[config.mk]
export PLATFORM = sky130hd
export DESIGN_NAME = menu_select_ctrl
export DESIGN_NICKNAME = d
export VERILOG_FILES = /design/src/rtl/menu_select_ctrl.sv
export SDC_FILE = /design/constraint.sdc
export NUM_CORES = 1
export LEC_CHECK = 0
export BUFFER_PORTS_ARGS = -buffer_cell sky130_fd_sc_hd__buf_2
export CORE_AREA = 10 10 59 73
export CTS_CLUSTER_SIZE = 12
export DETAILED_ROUTE_END_ITERATION = 12
export DIE_AREA = 0 0 69 83
export MAX_ROUTING_LAYER = met4
export PLACE_DENSITY = 0.79
export SYNTH_ARGS = -nofsm -noshare
export SYNTH_HDL_FRONTEND = slang
export SYNTH_SLANG_ARGS = --single-unit
[constraint.sdc]
create_clock -name clk -period 2.4 [get_ports clk]
set_input_delay 0.24 -clock clk [delete_from_list [all_inputs] [get_ports clk]]
set_output_delay 0.24 -clock clk [all_outputs]
set_load 0.005 [all_outputs]
[src/rtl/menu_select_ctrl.sv]
// Menu selection controller: tracks the selected row of a vertical button menu from
// key levels and emits registered per-pixel tile position and button type.
module menu_select_ctrl #(
  parameter int NUM_BUTTONS = 4,
  parameter int MENU_X      = 260,
  parameter int MENU_Y      = 100,
  parameter int TILE_W      = 128,
  parameter int TILE_H      = 64
) (
  input  logic        clk,
  input  logic        resetN,
  input  logic [10:0] pixelX,
  input  logic [10:0] pixelY,
  input  logic        startOfFrame,
  input  logic        enable,
  input  logic        keyUp,
  input  logic        keyDown,
  input  logic        keyEnter,
  output logic [10:0] tileTopLeftX,
  output logic [10:0] tileTopLeftY,
  output logic [2:0]  button_type,
  output logic [2:0]  selectedIdx,
  output logic        confirmPulse,
  output logic        menuActive
);

  typedef enum logic [1:0] {IDLE, BROWSE, LOCKED} state_t;

  localparam logic [2:0] BTN_FREE = 3'b000;
  localparam logic [2:0] BTN_REGU = 3'b001;
  localparam logic [2:0] BTN_SLCT = 3'b010;
  localparam logic [2:0] SEL_MAX  = 3'(NUM_BUTTONS - 1);

  state_t      state_q, state_d;
  logic [2:0]  sel_q, sel_d;
  logic        pend_up_q, pend_up_d;
  logic        pend_dn_q, pend_dn_d;
  logic [2:0]  key_prev_q;
  logic [2:0]  keys, key_edge;
  logic        confirm_q, confirm_d;
  logic        active_q;
  logic [10:0] tile_x_q, tile_x_d;
  logic [10:0] tile_y_q, tile_y_d;
  logic [2:0]  type_q, type_d;

  assign keys     = {keyEnter, keyDown, keyUp};
  assign key_edge = keys & ~key_prev_q;

  // NOTE: every output of this block gets a default first so no path can infer a latch.
  always_comb begin
    logic up_any, dn_any;
    state_d   = state_q;
    sel_d     = sel_q;
    pend_up_d = pend_up_q;
    pend_dn_d = pend_dn_q;
    confirm_d = 1'b0;
    up_any    = pend_up_q | key_edge[0];
    dn_any    = pend_dn_q | key_edge[1];
    if (!enable) begin
      state_d   = IDLE;
      sel_d     = '0;
      pend_up_d = 1'b0;
      pend_dn_d = 1'b0;
    end else begin
      unique case (state_q)
        IDLE: begin
          sel_d     = '0;
          pend_up_d = 1'b0;
          pend_dn_d = 1'b0;
          if (startOfFrame) state_d = BROWSE;
        end
        BROWSE: begin
          if (key_edge[2]) begin
            // Enter wins over any move seen in the same cycle.
            confirm_d = 1'b1;
            state_d   = LOCKED;
            pend_up_d = 1'b0;
            pend_dn_d = 1'b0;
          end else if (startOfFrame) begin
            if (up_any && !dn_any)
              sel_d = (sel_q == 3'd0) ? SEL_MAX : sel_q - 3'd1;
            else if (dn_any && !up_any)
              sel_d = (sel_q == SEL_MAX) ? 3'd0 : sel_q + 3'd1;
            pend_up_d = 1'b0;
            pend_dn_d = 1'b0;
          end else begin
            pend_up_d = up_any;
            pend_dn_d = dn_any;
          end
        end
        LOCKED: ;
        default: state_d = IDLE;
      endcase
    end
  end

  // Parallel row comparators; selection and state are taken as they stand this cycle.
  always_comb begin
    logic        in_col;
    logic [11:0] lo, hi;
    tile_x_d = '0;
    tile_y_d = '0;
    type_d   = BTN_FREE;
    lo       = '0;
    hi       = '0;
    in_col   = ({1'b0, pixelX} >= 12'(MENU_X)) && ({1'b0, pixelX} < 12'(MENU_X + TILE_W));
    if (enable && state_q != IDLE && in_col) begin
      for (int i = 0; i < NUM_BUTTONS; i++) begin
        lo = 12'(MENU_Y + i * TILE_H);
        hi = 12'(MENU_Y + (i + 1) * TILE_H);
        if ({1'b0, pixelY} >= lo && {1'b0, pixelY} < hi) begin
          tile_x_d = 11'(MENU_X);
          tile_y_d = lo[10:0];
          type_d   = (3'(i) == sel_q) ? BTN_SLCT : BTN_REGU;
        end
      end
    end
  end

  // NOTE: state registers use non-blocking assignments so all of them update together.
  always_ff @(posedge clk or negedge resetN) begin
    if (!resetN) begin
      state_q    <= IDLE;
      sel_q      <= '0;
      pend_up_q  <= 1'b0;
      pend_dn_q  <= 1'b0;
      key_prev_q <= 3'b111;  // a key held through reset must not look like a press
      confirm_q  <= 1'b0;
      active_q   <= 1'b0;
      tile_x_q   <= '0;
      tile_y_q   <= '0;
      type_q     <= BTN_FREE;
    end else begin
      state_q    <= state_d;
      sel_q      <= sel_d;
      pend_up_q  <= pend_up_d;
      pend_dn_q  <= pend_dn_d;
      key_prev_q <= keys;
      confirm_q  <= confirm_d;
      active_q   <= (state_d != IDLE);
      tile_x_q   <= tile_x_d;
      tile_y_q   <= tile_y_d;
      type_q     <= type_d;
    end
  end

  assign tileTopLeftX = tile_x_q;
  assign tileTopLeftY = tile_y_q;
  assign button_type  = type_q;
  assign selectedIdx  = sel_q;
  assign confirmPulse = confirm_q;
  assign menuActive   = active_q;

endmodule

Yosys cells after proc, flatten, opt, wreduce, memory -nomap -nowiden --
Index checks and enable logic that the tools add are counted.
Operators by class: $add $sub $neg 2, order comparisons 10, eq/ne operators 10, multiplexer cells 42, bitwise gates (word level) 4, reductions and logical operators 16
Operator list (number):
- 11-bit 2-to-1 mux | 8
- 11-bit by 9-bit < comparator with 1-bit output (second input constant) | 3
- 3-bit 2-to-1 mux | 11
- 11-bit by 8-bit >= comparator with 1-bit output (second input constant) | 2
- 11-bit by 9-bit >= comparator with 1-bit output (second input constant) | 2
- 11-bit by 8-bit < comparator with 1-bit output (second input constant) | 2
- 2-bit 2-to-1 mux | 8
- 11-bit by 7-bit >= comparator with 1-bit output (second input constant) | 1
- 1-bit logical AND | 9
- 1-bit 2-to-1 mux | 9
- 9-bit 2-to-1 mux | 1
- 7-bit 2-to-1 mux | 1
- 2-bit by 3-bit == test with 1-bit output (first input constant) | 2
- 3-bit inequality test (second input constant) | 2
- 2-bit one-hot mux with 3 select lines | 1
- 3-bit one-hot mux with 2 select lines | 1
- 4-bit inequality test (second input constant) | 1
- 1-bit one-hot mux with 2 select lines | 2
- 4-bit AND reduction | 1
- 2-bit nonzero test | 2
- 3-bit by 1-bit adder with 3-bit output (second input constant) | 1
- 3-bit bitwise AND | 1
- 1-bit by 3-bit == test with 1-bit output (first input constant) | 1
- 3-bit by 2-bit == test with 1-bit output (second input constant) | 1
- 9 further kinds | 11
Word-level totals: register bits after elaboration 37, input port bits 29, output and inout port bits 30, logic and storage cells 94

Longest topological paths before layout --
depth after elaboration 11, gate-level depth with buffers 7, gate-level depth less buffers 7

Least setup slack after synthesis --
No wires, ideal clock.
kind flip-flop to flip-flop, from register key_prev_q[1], to register sel_q[1], in the netlist selectedIdx[1], library setup time 127 ps, arrival 1494 ps, path slack 778 ps, cell stages (with the launch flop) 6, buffers on the path 0, clock period less this slack 1622 ps, cells stage by stage dfstp_2 -> nor2b_1 -> a211o_2 -> a21oi_2 -> or2_1 -> mux2_1
Between the ends: longest elaborated chain between the ends 10
RTL lines:
- start: declaration | line 38 | logic [2:0] key_prev_q;
- start signal: assignment | line 138 | key_prev_q <= keys;
- 3-bit inverter * | line 47 | assign key_edge = keys & ~key_prev_q;
- 3-bit bitwise AND * | line 47
- 1-bit bitwise OR * | line 58 | dn_any = pend_dn_q | key_edge[1];
- 1-bit zero test | line 80 | if (up_any && !dn_any)
- 1-bit logical AND | line 80
- 3-bit 2-to-1 mux | line 80
- 3-bit 2-to-1 mux | line 79 | end else if (startOfFrame) begin
- 3-bit 2-to-1 mux | line 73 | if (key_edge[2]) begin
- 3-bit one-hot mux with 2 select lines | line 65 | unique case (state_q)
- 3-bit 2-to-1 mux | line 59 | if (!enable) begin
- end signal: assignment | line 135 | sel_q <= sel_d;
- end: declaration | line 35 | logic [2:0] sel_q, sel_d;
Mark *: on every way between the ends. The rest lies on a longest branch, timed or not. The select of a mux whose other input is x is not followed. A chain may end at the register's enable or synchronous reset.

Worst setup path after layout --
Ends and elaborated chain as after synthesis.

==> run_results.csv <==
group,metric,value,unit
outcome,run_status,"completed",
placed_design,place_area,0.00143,mm²
finish,final_cells,212,
placed_design,routabilityCongestion,0.938,
synthesis,ys_ff_latch,18,
power_and_ir_drop,leakagePower,0.704,nW
clock_network,cts_tree,"built",
synthesis,ys_top_cells_by_area,"dfrtp_1 29%, buf_4 11%, dfstp_2 6.1%, ha_1 4.9%, nor2_1 4.1%",
synthesis,synth_ff_type,"dfrtp_1",
clock_network,cts.sinks,18,
finish,final_util,50.7,%
timing,fin_crit_sh,73.0,%
timing,hold_violations,0,
setup_path,worstPathArrival,1960,ps
global_route,grt_pass1_wl,4780,µm
timing,skew,11.1,ps
timing,drv_slew,0,
clock_network,cts_resized,0,
synthesis,synthDistinctLibCells,48,
synthesis,synth_seq_area_share,35.4,%
timing,rsz0062_at_grt,"no",
setup_path,crit_path_end_kind,"flip-flop",
placed_design,port_buffers,38,
synthesis,yosysTopAreaCell,"dfrtp_1",
setup_path,critical-path-max-stage-delay,530,ps
placed_design,post-place-ws,675,ps
die,ios,59,
clock_network,h-tree-depth,1,
synthesis,synth_edf_count,0,
global_route,grt-ovfl-total,0,
synthesis,syn_area,0.00128,mm²
timing,setup_tns,0,ps
synthesis,netlist.area_leader.share,29.2,%
finish,syn2layout_area_growth,15.2,%
finish,drive_gt1_share,31.8,%
min_path,worstHoldPathType,"input pin to flip-flop",
power_and_ir_drop,total_power,651,µW
setup_path,path_cells,"nor2b_1, a211o_2, a21oi_2, or2_1, mux2_1",
run,cap_violations,0,
setup_path,slowest_stage,"dfstp_2",
die,die_h,83,µm
global_route,grt_max_degree,19,
route,wl_per_cell,13.7,µm
setup_path,required,2600,ps
global_route,antenna_found_initial,0,
timing,hold_ws,23.5,ps
timing,slew_headroom,66.0,%
synthesis,yosysWarnings,0,
setup_path,setup.worst_path.class,"flip-flop to flip-flop",
clock_network,cts_buffers,3,
die,start_util,44.0,%
clock_network,cts_buffer_depth,2,
setup_path,worst_setup_path_start_kind,"flip-flop",
clock_network,clk-insertion-delay-late,310,ps
finish,finalNetCount,211,
global_route,first_global_vias,1082,
finish,diodes,0,
placed_design,placedCellCount,207,
route,ant_nets,0,
synthesis,syn_avg_cell_area,9.37,µm²
timing,timing.fmax,571,MHz
clock_network,cts.clk_slew.worst_paths,110,ps
clock_network,ctsRootBufferMaster,"clkbuf_4",
timing,worst_pin_slew,497,ps
finish,fin_area,0.00148,mm²
route,drt_iter0_drc,31,
die,dieWidth,69,µm
setup_path,cp_top_family,"flip-flops",
timing,worst_slack,649,ps
synthesis,async_flop_share,100,%
setup_path,cp_num_buf_inv,0,
route,wirelength,2900,µm
timing,setup_viol,0,
power_and_ir_drop,power_density,440,mW/mm²
die,core-area,0.00292,mm²
route,drc_errors,0,
route,first_pass_iters,4,
power_and_ir_drop,vdd_ir_drop_max,0.000277,V
die,dieArea,0.00573,mm²
placed_design,dp_hpwl,2420,µm
route,vias,1073,
route,drt-vias-per-instance,5.06,
timing,fin_crit,1750,ps
setup_path,crit_fanout,4,
synthesis,syn_inst,137,
die,rows,22,
global_route,grt_use_total,10.0,%
==> metal layers <==
layer	wire length (µm)	global-route usage [%]	share of wire, %
met1	1280	11.1	44
met4	46	4.75	1.6
met5	0	-	0
met2	1430	15.9	49
met3	150	3.21	5.2
==> state kept, by name, summed over array words and instances (netlist names) <==
| signal | count |
|---|---|
| confirmPulse | 1 |
| key_prev_q | 3 |
| tileTopLeftX | 1 |
| pend_dn_q | 1 |
| tileTopLeftY | 3 |
| menuActive | 1 |
| pend_up_q | 1 |
| selectedIdx | 3 |
| button_type | 2 |
| state_q | 2 |
==> repair_timing <==
action	CTS	global route
buffers inserted	0	0
hold buffers	1	0
hold endpoints to repair	15	0
==> layout by cell type (no fill, tap or decap), types with 4 or more instances in the layout <==
cell,instances
inv_1,6
a21oi_1,6
conb_1,16
nor3_1,4
nand2b_1,4
o21ai_0,4
nand2_1,4
nor2b_1,5
nor2_1,14
ha_1,5
dfrtp_1,15
buf_2,38
==> area by class of cell <==
class,instances,area [µm²]
multi-input cells,108,717
well taps,36,45.0
inverters,7,26.3
clock buffers,4,36.3
repair buffers,39,200
flip-flops and latches,18,454
fillers,302,1440
==> power by group <==
group	total, mW	leakage (nW)	switching [mW]	internal, mW
Clock	0.193	0.0210	0.0998	0.0927
Sequential	0.323	0.237	0.00900	0.314
Combinational	0.135	0.445	0.0778	0.0568
==> cells by family (layout without fill, tap and decap cells) <==
kind of cell	Yosys count	after routing	synth area share [%]
AO/OA/AOI/OAI	33	33	20.7
XOR/XNOR	3	3	2.05
adder cells (fa/ha/maj)	5	5	4.87
buffers and inverters	26	50	13.2
flip-flops	18	18	35.4
multiplexers	2	2	1.66
other	1	16	0.292
AND/OR/NAND/NOR	49	49	21.9
==> path summary, 6_finish.rpt <==
kind                                               from                         end  slack [ps]  cells past startpoint
worst min register to register    pend_dn_q$_DFFE_PN0P_       pend_dn_q$_DFFE_PN0P_         570                      2
worst max register to register  key_prev_q[1]$_DFF_PN1_  selectedIdx[1]$_DFFE_PN0P_         650                      5
worst min-delay path                            keyDown     key_prev_q[1]$_DFF_PN1_          20                      1
worst max-delay path            key_prev_q[1]$_DFF_PN1_  selectedIdx[1]$_DFFE_PN0P_         650                      5
max in group asynchronous                        resetN     key_prev_q[2]$_DFF_PN1_        1710                      2
min in group asynchronous                        resetN  selectedIdx[2]$_DFFE_PN0P_         370                      2
==> synth_stat cells, types with 2 or more instances <==
master and count:
a211oi_1 3, a21oi_1 6, a21oi_2 2, a32oi_1 2, buf_4 19, dfrtp_1 15
dfstp_2 3, ha_1 5, inv_1 6, nand2_1 4, nand2b_1 4, nand3_1 2
nand3b_1 2, nand4_1 2, nor2_1 14, nor2b_1 5, nor3_1 4, o211ai_1 2
o21a_1 2, o21ai_0 4, or2_1 2, or4_1 2, xnor2_1 2
Power figures use the tool's default switching activity.
